## src/rtl/fir_pkg.sv

```systemverilog
// Shared types and constants for the FIR coefficient loader.
// The optional readback port is enabled by defining FIR_COEF_READBACK_EN.
package fir_pkg;

  localparam int COEF_W_DEFAULT = 25;

  localparam int ERR_LEN_BIT = 0;
  localparam int ERR_REJ_BIT = 1;

  typedef enum logic [1:0] {
    ST_IDLE   = 2'd0,
    ST_CHECK  = 2'd1,
    ST_LOAD   = 2'd2,
    ST_FINISH = 2'd3
  } fir_state_e;

endpackage

```

## src/rtl/fir_coef_ram.sv

```systemverilog
// Staging coefficient RAM: one write port, one enabled synchronous loader read port,
// and a free-running readback port when FIR_COEF_READBACK_EN is defined.
module fir_coef_ram #(
  parameter int LEN    = 21,
  parameter int COEF_W = 25
) (
  input  logic                     clk,
  input  logic                     reset,
  input  logic                     wr_en,
  input  logic [$clog2(LEN)-1:0]   wr_addr,
  input  logic [COEF_W-1:0]        wr_data,
  input  logic                     rd_en,
  input  logic [$clog2(LEN)-1:0]   rd_addr,
  output logic [COEF_W-1:0]        rd_data
`ifdef FIR_COEF_READBACK_EN
  ,
  input  logic [$clog2(LEN)-1:0]   rb_addr,
  output logic [COEF_W-1:0]        rb_data
`endif
);

  logic [COEF_W-1:0] mem_q [LEN];
  logic [COEF_W-1:0] rd_data_q;

  // Array contents are deliberately not reset; software reloads after reset.
  always_ff @(posedge clk) begin
    if (wr_en) mem_q[wr_addr] <= wr_data;
  end

  // The read register doubles as the loader's cfg_din flop, so it resets and holds.
  always_ff @(posedge clk or negedge reset) begin
    if (!reset)     rd_data_q <= '0;
    else if (rd_en) rd_data_q <= mem_q[rd_addr];
  end

  assign rd_data = rd_data_q;

`ifdef FIR_COEF_READBACK_EN
  logic [COEF_W-1:0] rb_data_q;

  always_ff @(posedge clk) begin
    rb_data_q <= mem_q[rb_addr];
  end

  assign rb_data = rb_data_q;
`endif

endmodule

```

## src/rtl/fir_coef_loader.sv

```systemverilog
// Stages FIR coefficients from the CPU and shifts them into the filter's coefficient chain.
// Defining FIR_COEF_READBACK_EN adds the rd_addr/rd_data readback port.
//
// state     | meaning
// ST_IDLE   | waiting for start; CPU writes accepted
// ST_CHECK  | compare reported tap count, prefetch last staging entry
// ST_LOAD   | one cfg_ce shift per cycle, entry LEN-1 down to entry 0
// ST_FINISH | done pulse, then back to idle
module fir_coef_loader
  import fir_pkg::*;
#(
  parameter int LEN    = 21,
  parameter int COEF_W = COEF_W_DEFAULT
) (
  input  logic                     clk,
  input  logic                     reset,
  input  logic                     wr_en,
  input  logic [$clog2(LEN)-1:0]   wr_addr,
  input  logic [COEF_W-1:0]        wr_data,
  output logic                     wr_ack,
  input  logic                     start,
  input  logic [31:0]              len_in,
  output logic [COEF_W-1:0]        cfg_din,
  output logic                     cfg_ce,
  output logic                     busy,
  output logic                     done,
  output logic [1:0]               err,
  input  logic                     err_clr
`ifdef FIR_COEF_READBACK_EN
  ,
  input  logic [$clog2(LEN)-1:0]   rd_addr,
  output logic [COEF_W-1:0]        rd_data
`endif
);

  localparam int            AW       = $clog2(LEN);
  localparam logic [AW-1:0] LAST_IDX = AW'(LEN - 1);

  fir_state_e    state_q, state_d;
  logic [AW-1:0] idx_q, idx_d;
  logic          cfg_ce_q, cfg_ce_d;
  logic          busy_q, busy_d;
  logic          done_q, done_d;
  logic          wr_ack_q, wr_ack_d;
  logic [1:0]    err_q, err_d;

  logic          wr_ok;
  logic          ram_rd_en;
  logic [AW-1:0] ram_rd_addr;

  always_comb begin
    state_d     = state_q;
    idx_d       = idx_q;
    cfg_ce_d    = 1'b0;
    busy_d      = busy_q;
    done_d      = 1'b0;
    ram_rd_en   = 1'b0;
    ram_rd_addr = idx_q;

    wr_ok    = wr_en && !busy_q && (wr_addr <= LAST_IDX);
    wr_ack_d = wr_ok;

    // Clear first so that any error event on the same cycle still sets its bit.
    err_d = err_clr ? 2'b00 : err_q;
    if (wr_en && !wr_ok) err_d[ERR_REJ_BIT] = 1'b1;
    if (start && busy_q) err_d[ERR_REJ_BIT] = 1'b1;

    case (state_q)
      ST_IDLE: begin
        if (start) begin
          state_d = ST_CHECK;
          busy_d  = 1'b1;
        end
      end
      ST_CHECK: begin
        if (len_in == 32'(LEN)) begin
          state_d     = ST_LOAD;
          cfg_ce_d    = 1'b1;
          ram_rd_en   = 1'b1;
          ram_rd_addr = LAST_IDX;
          idx_d       = LAST_IDX;
        end else begin
          state_d            = ST_IDLE;
          busy_d             = 1'b0;
          err_d[ERR_LEN_BIT] = 1'b1;
        end
      end
      ST_LOAD: begin
        // idx_q is the entry currently on cfg_din; fetch the next one a cycle ahead.
        if (idx_q != '0) begin
          cfg_ce_d    = 1'b1;
          ram_rd_en   = 1'b1;
          ram_rd_addr = idx_q - 1'b1;
          idx_d       = idx_q - 1'b1;
        end else begin
          state_d = ST_FINISH;
          done_d  = 1'b1;
        end
      end
      ST_FINISH: begin
        state_d = ST_IDLE;
        busy_d  = 1'b0;
      end
      default: begin
        state_d = ST_IDLE;
        busy_d  = 1'b0;
      end
    endcase
  end

  always_ff @(posedge clk or negedge reset) begin
    if (!reset) begin
      state_q  <= ST_IDLE;
      idx_q    <= '0;
      cfg_ce_q <= 1'b0;
      busy_q   <= 1'b0;
      done_q   <= 1'b0;
      wr_ack_q <= 1'b0;
      err_q    <= 2'b00;
    end else begin
      state_q  <= state_d;
      idx_q    <= idx_d;
      cfg_ce_q <= cfg_ce_d;
      busy_q   <= busy_d;
      done_q   <= done_d;
      wr_ack_q <= wr_ack_d;
      err_q    <= err_d;
    end
  end

  fir_coef_ram #(
    .LEN    (LEN),
    .COEF_W (COEF_W)
  ) u_ram (
    .clk     (clk),
    .reset   (reset),
    .wr_en   (wr_ok),
    .wr_addr (wr_addr),
    .wr_data (wr_data),
    .rd_en   (ram_rd_en),
    .rd_addr (ram_rd_addr),
    .rd_data (cfg_din)
`ifdef FIR_COEF_READBACK_EN
    ,
    .rb_addr (rd_addr),
    .rb_data (rd_data)
`endif
  );

  assign cfg_ce = cfg_ce_q;
  assign busy   = busy_q;
  assign done   = done_q;
  assign wr_ack = wr_ack_q;
  assign err    = err_q;

endmodule

```

## config.mk

```make
export PLATFORM = sky130hd
export DESIGN_NAME = fir_coef_loader
export DESIGN_NICKNAME = d
export VERILOG_FILES = /design/src/rtl/fir_pkg.sv /design/src/rtl/fir_coef_ram.sv /design/src/rtl/fir_coef_loader.sv
export SDC_FILE = /design/constraint.sdc
export NUM_CORES = 1
export LEC_CHECK = 0
export BUFFER_PORTS_ARGS = -buffer_cell sky130_fd_sc_hd__buf_2
export CAP_MARGIN = 20
export CORE_MARGIN = 2
export CORE_UTILIZATION = 41
export CTS_CLUSTER_DIAMETER = 120
export DETAILED_ROUTE_END_ITERATION = 7
export PLACE_DENSITY = 0.63
export SLEW_MARGIN = 20
export SYNTH_ARGS = -nofsm -noshare
export SYNTH_HDL_FRONTEND = slang
export SYNTH_SLANG_ARGS = --single-unit
```

## constraint.sdc

```tcl
create_clock -name clk -period 5.34 [get_ports clk]
set_input_delay 0.267 -clock clk [delete_from_list [all_inputs] [get_ports clk]]
set_output_delay 0.267 -clock clk [all_outputs]
set_load 0.01 [all_outputs]
```

==> metrics.md <==
| Metric | Value |
|---|---|
| Status | `finished, violations left` |
| Failing checks | `DRC` |
| Number of synthesized flops with an enable pin | `525` |
| Core ar. | `53710 um2` |
| Sequential share of the synthesized area | `75.13%` |
| Vias in the first global route | `12.97k` |
| Std cell rows | `85` |
| Clock root cell | `clkbuf_16` |
| Adder and majority gate portion of the synthesized area | `0.3936%` |
| Post-DR vias/cell | `5.853` |
| Total vias in the final route | `13.67k` |
| Final worst slack | `1393 ps` |
| Complex-gate fraction of the synthesized area | `11.08%` |
| Max Cap Viol | `0` |
| Seq cells post-synth | `563` |
| Share of layout cells above drive strength 1 | `16.00%` |
| Pin count of the biggest net entering global routing | `142` |
| DR pass1 iterations | `8` |
| Die Ht | `237.0 um` |
| Synth unique cells | `57` |
| CP Class | `flop to flop` |
| PwrDens | `350.9 nW/um2` |
| Clk pin slew, worst setup/hold paths | `70 ps` |
| Cell Area, Synth | `22250 um2` |
| XOR/XNOR Fraction of Synth Area | `0%` |
| I/O pin cnt | `98` |
| Final antenna-violating net count | `0` |
| Clock buffer depth | `3` |
| Worst EP arrival | `4410 ps` |
| Crit path required time | `5810 ps` |
| Clk sink count | `563` |
| Yosys Warn Count | `0` |
| Initial antenna violation count | `2` |
| Worst reg-to-reg setup slack | `1390 ps` |
| Post-CTS setup buffer count | `0` |
| Max rail drop VDD | `0.0002350 V` |
| Nets | `1665` |
| P_leak | `8.991 nW` |
| Worst reg2reg path endpoint | `u_ram.rd_data[9]` |
| Min Tclk post-route | `3947 ps` |
| Worst setup EP type | `flop` |
| Worst setup SP type | `flop` |
| Ys flop type | `edfxtp_1` |
| Total CTS buffers | `55` |
| Reg-to-reg critical path startpoint | `state_q[0]` |
| Async SR Flop Fraction | `6.750%` |
| Synth Area in Simple Gates | `8.429%` |
| GR Util All Layers | `20.14%` |
| RSZ-0062 raised after global routing | `no` |
| Global route total overflow | `0` |
| Die width | `237.0 um` |
| Worst Hold Path EP | `err[1]` |
| Skew-Pair Late Insertion Delay | `600 ps` |
| Non-Filler Instances | `2335` |
| Relative slew slack | `37.34%` |
| Pre-CTS setup slack | `1433 ps` |
| RePlAce Congestion | `0.8012` |
| CP Max Fanout | `94` |
| Post-synthesis net count | `1570` |
| Drt initial violations | `1663` |
| Worst-Margin Slew | `932.7 ps` |
| Fin. Hold Viols | `0` |
| Number of port buffers | `97` |
| Mux contribution to synthesized area | `1.979%` |
| Syn_area_per_cell | `14.87 um2` |
| Layout Skew | `9.685 ps` |
| Die area | `56150 um2` |
| Syn Inst Count | `1496` |
| Hold Path Origin | `wr_addr[4]` |
| Avg WL per Cell | `24.56 um` |
| Worst hold path class | `input port to flop` |
| # setup viols final | `0` |
| Initial core utilization | `41.43%` |
| Fmax | `0.2534 GHz` |
| DP HPWL | `28590 um` |
| Hold path cells | `3` |
| H-tree depth | `2` |
| First-pass GRT wire length | `84190 um` |
| Placed cells | `2217` |
| R2r worst-path depth | `10` |
| CTS tree | `built` |
| P&R area growth vs syn | `15.01%` |
| DR DRC count | `2` |
| Largest family of logic cells by synthesized area | `compound AO/OA/AOI/OAI gates` |
| Slew Viols, Final | `0` |
| Final worst path period share | `73.91%` |
| Setup TNS | `0 ps` |
| Routed WL | `57350 um` |
[power breakdown]
group / internal (mW) / switching [mW]
Sequential: 4.86 / 0.0184
Combinational: 0.0764 / 0.181
Clock: 2.20 / 1.64
[Yosys cell counts, types with 24 or more instances]
library cell	count	share of area, %
a211oi_1	97	3.3
a21oi_1	76	1.7
a222oi_1	25	1.1
a31oi_1	68	1.9
and3_1	70	2.0
buf_2	50	1.1
clkbuf_1	26	0.44
dfrtp_1	38	4.3
edfxtp_1	525	71
mux2i_1	44	2.0
nand2_1	235	4.0
nand3_1	24	0.54
nor2_1	28	0.47
o21ai_1	25	0.56
o22ai_1	46	1.3
[critical path, stage by stage, from the launching register on]
cell      delay, ps
dfrtp_1         440
inv_1           120
ha_1            620
or4b_2          730
nand2_8         540
inv_4            60
nand3_1         430
buf_4           360
o22ai_1         130
a211oi_1        220
o21ai_1         100
[timing repair]
item | in CTS | in global routing
hold buffers | 4 | 0
endpoints found under the hold margin | 41 | 0
resized for setup | 0 | 0
[worst max path at each step]
stage / from / endpoint / slack [ps]
4_1_cts: state_q[0] / u_ram.rd_data[9] / 1400
3_3_place_gp: state_q[0] / u_ram.rd_data[8] / 1360
3_5_place_dp: state_q[0] / u_ram.rd_data[9] / 1430
2_1_floorplan: idx_q[0] / u_ram.rd_data[9] / 2700
6_report: state_q[0] / u_ram.rd_data[9] / 1390
5_1_grt: state_q[0] / u_ram.rd_data[7] / 1170
[logic make-up (layout without fill, tap and decap cells)]
kind of cell | after synthesis | count (layout)
multiplexers | 44 | 44
AND/OR/NAND/NOR | 397 | 397
flip-flops | 563 | 563
other | 0 | 1
adder cells (fa/ha/maj) | 7 | 7
buffers and inverters | 115 | 257
AO/OA/AOI/OAI | 370 | 370
[area by class of cell]
class	instances	area, um2
fillers	4468	28120
flip-flops and latches	563	16720
multi-input cells	818	5072
clock buffers	74	1528
repair buffers	139	1081
well taps	696	870.8
clock inverters	30	264.0
inverters	14	55.05
diodes	1	2.502
[flip-flops by register name (all words and copies together) (netlist names), named ones only]
name / count
cfg_ce: 1
state_q: 1
idx_q: 5
u_ram.mem_q: 525
err: 2
busy: 1
wr_ack: 1
done: 1
u_ram.rd_data: 25
[per-stage QoR]
stage,util (%),hold slack (ps),area (um2),total power [mW]
2_1_floorplan,-,-28.59,22250,5.081
3_3_place_gp,43.59,435.5,23410,5.207
3_5_place_dp,43.85,444.0,23550,5.222
4_1_cts,47.26,47.47,25380,9.026
5_1_grt,47.65,64.80,25590,9.228
6_report,47.65,69.69,25590,8.979
[metal layers]
metal	vias to the layer above	part of all wire, %	track usage (%)
met3	91	7.8	3.287
met5	-	0.014	0
met1	6919	44	28.83
met4	2	2.7	6.195
li1	6052	-	-
met2	602	46	31.74
[cell usage in the layout, fill, tap and decap left out, types with 10 or more instances in the layout]
cell	netlist	routed
edfxtp_1	525	525
nand2_1	235	235
a211oi_1	97	97
buf_2	50	97
a21oi_1	76	76
and3_1	70	70
a31oi_1	68	67
clkbuf_16	0	55
o22ai_1	46	46
mux2i_1	44	44
dfrtp_1	38	38
a222oi_1	25	25
o21ai_1	25	25
nand3_1	24	24
nor2_4	0	21
buf_4	5	20
inv_1	12	12
buf_12	0	12
clkbuf_1	26	11
a22oi_1	10	10
clkinv_1	0	10
Power figures use the tool's default switching activity.
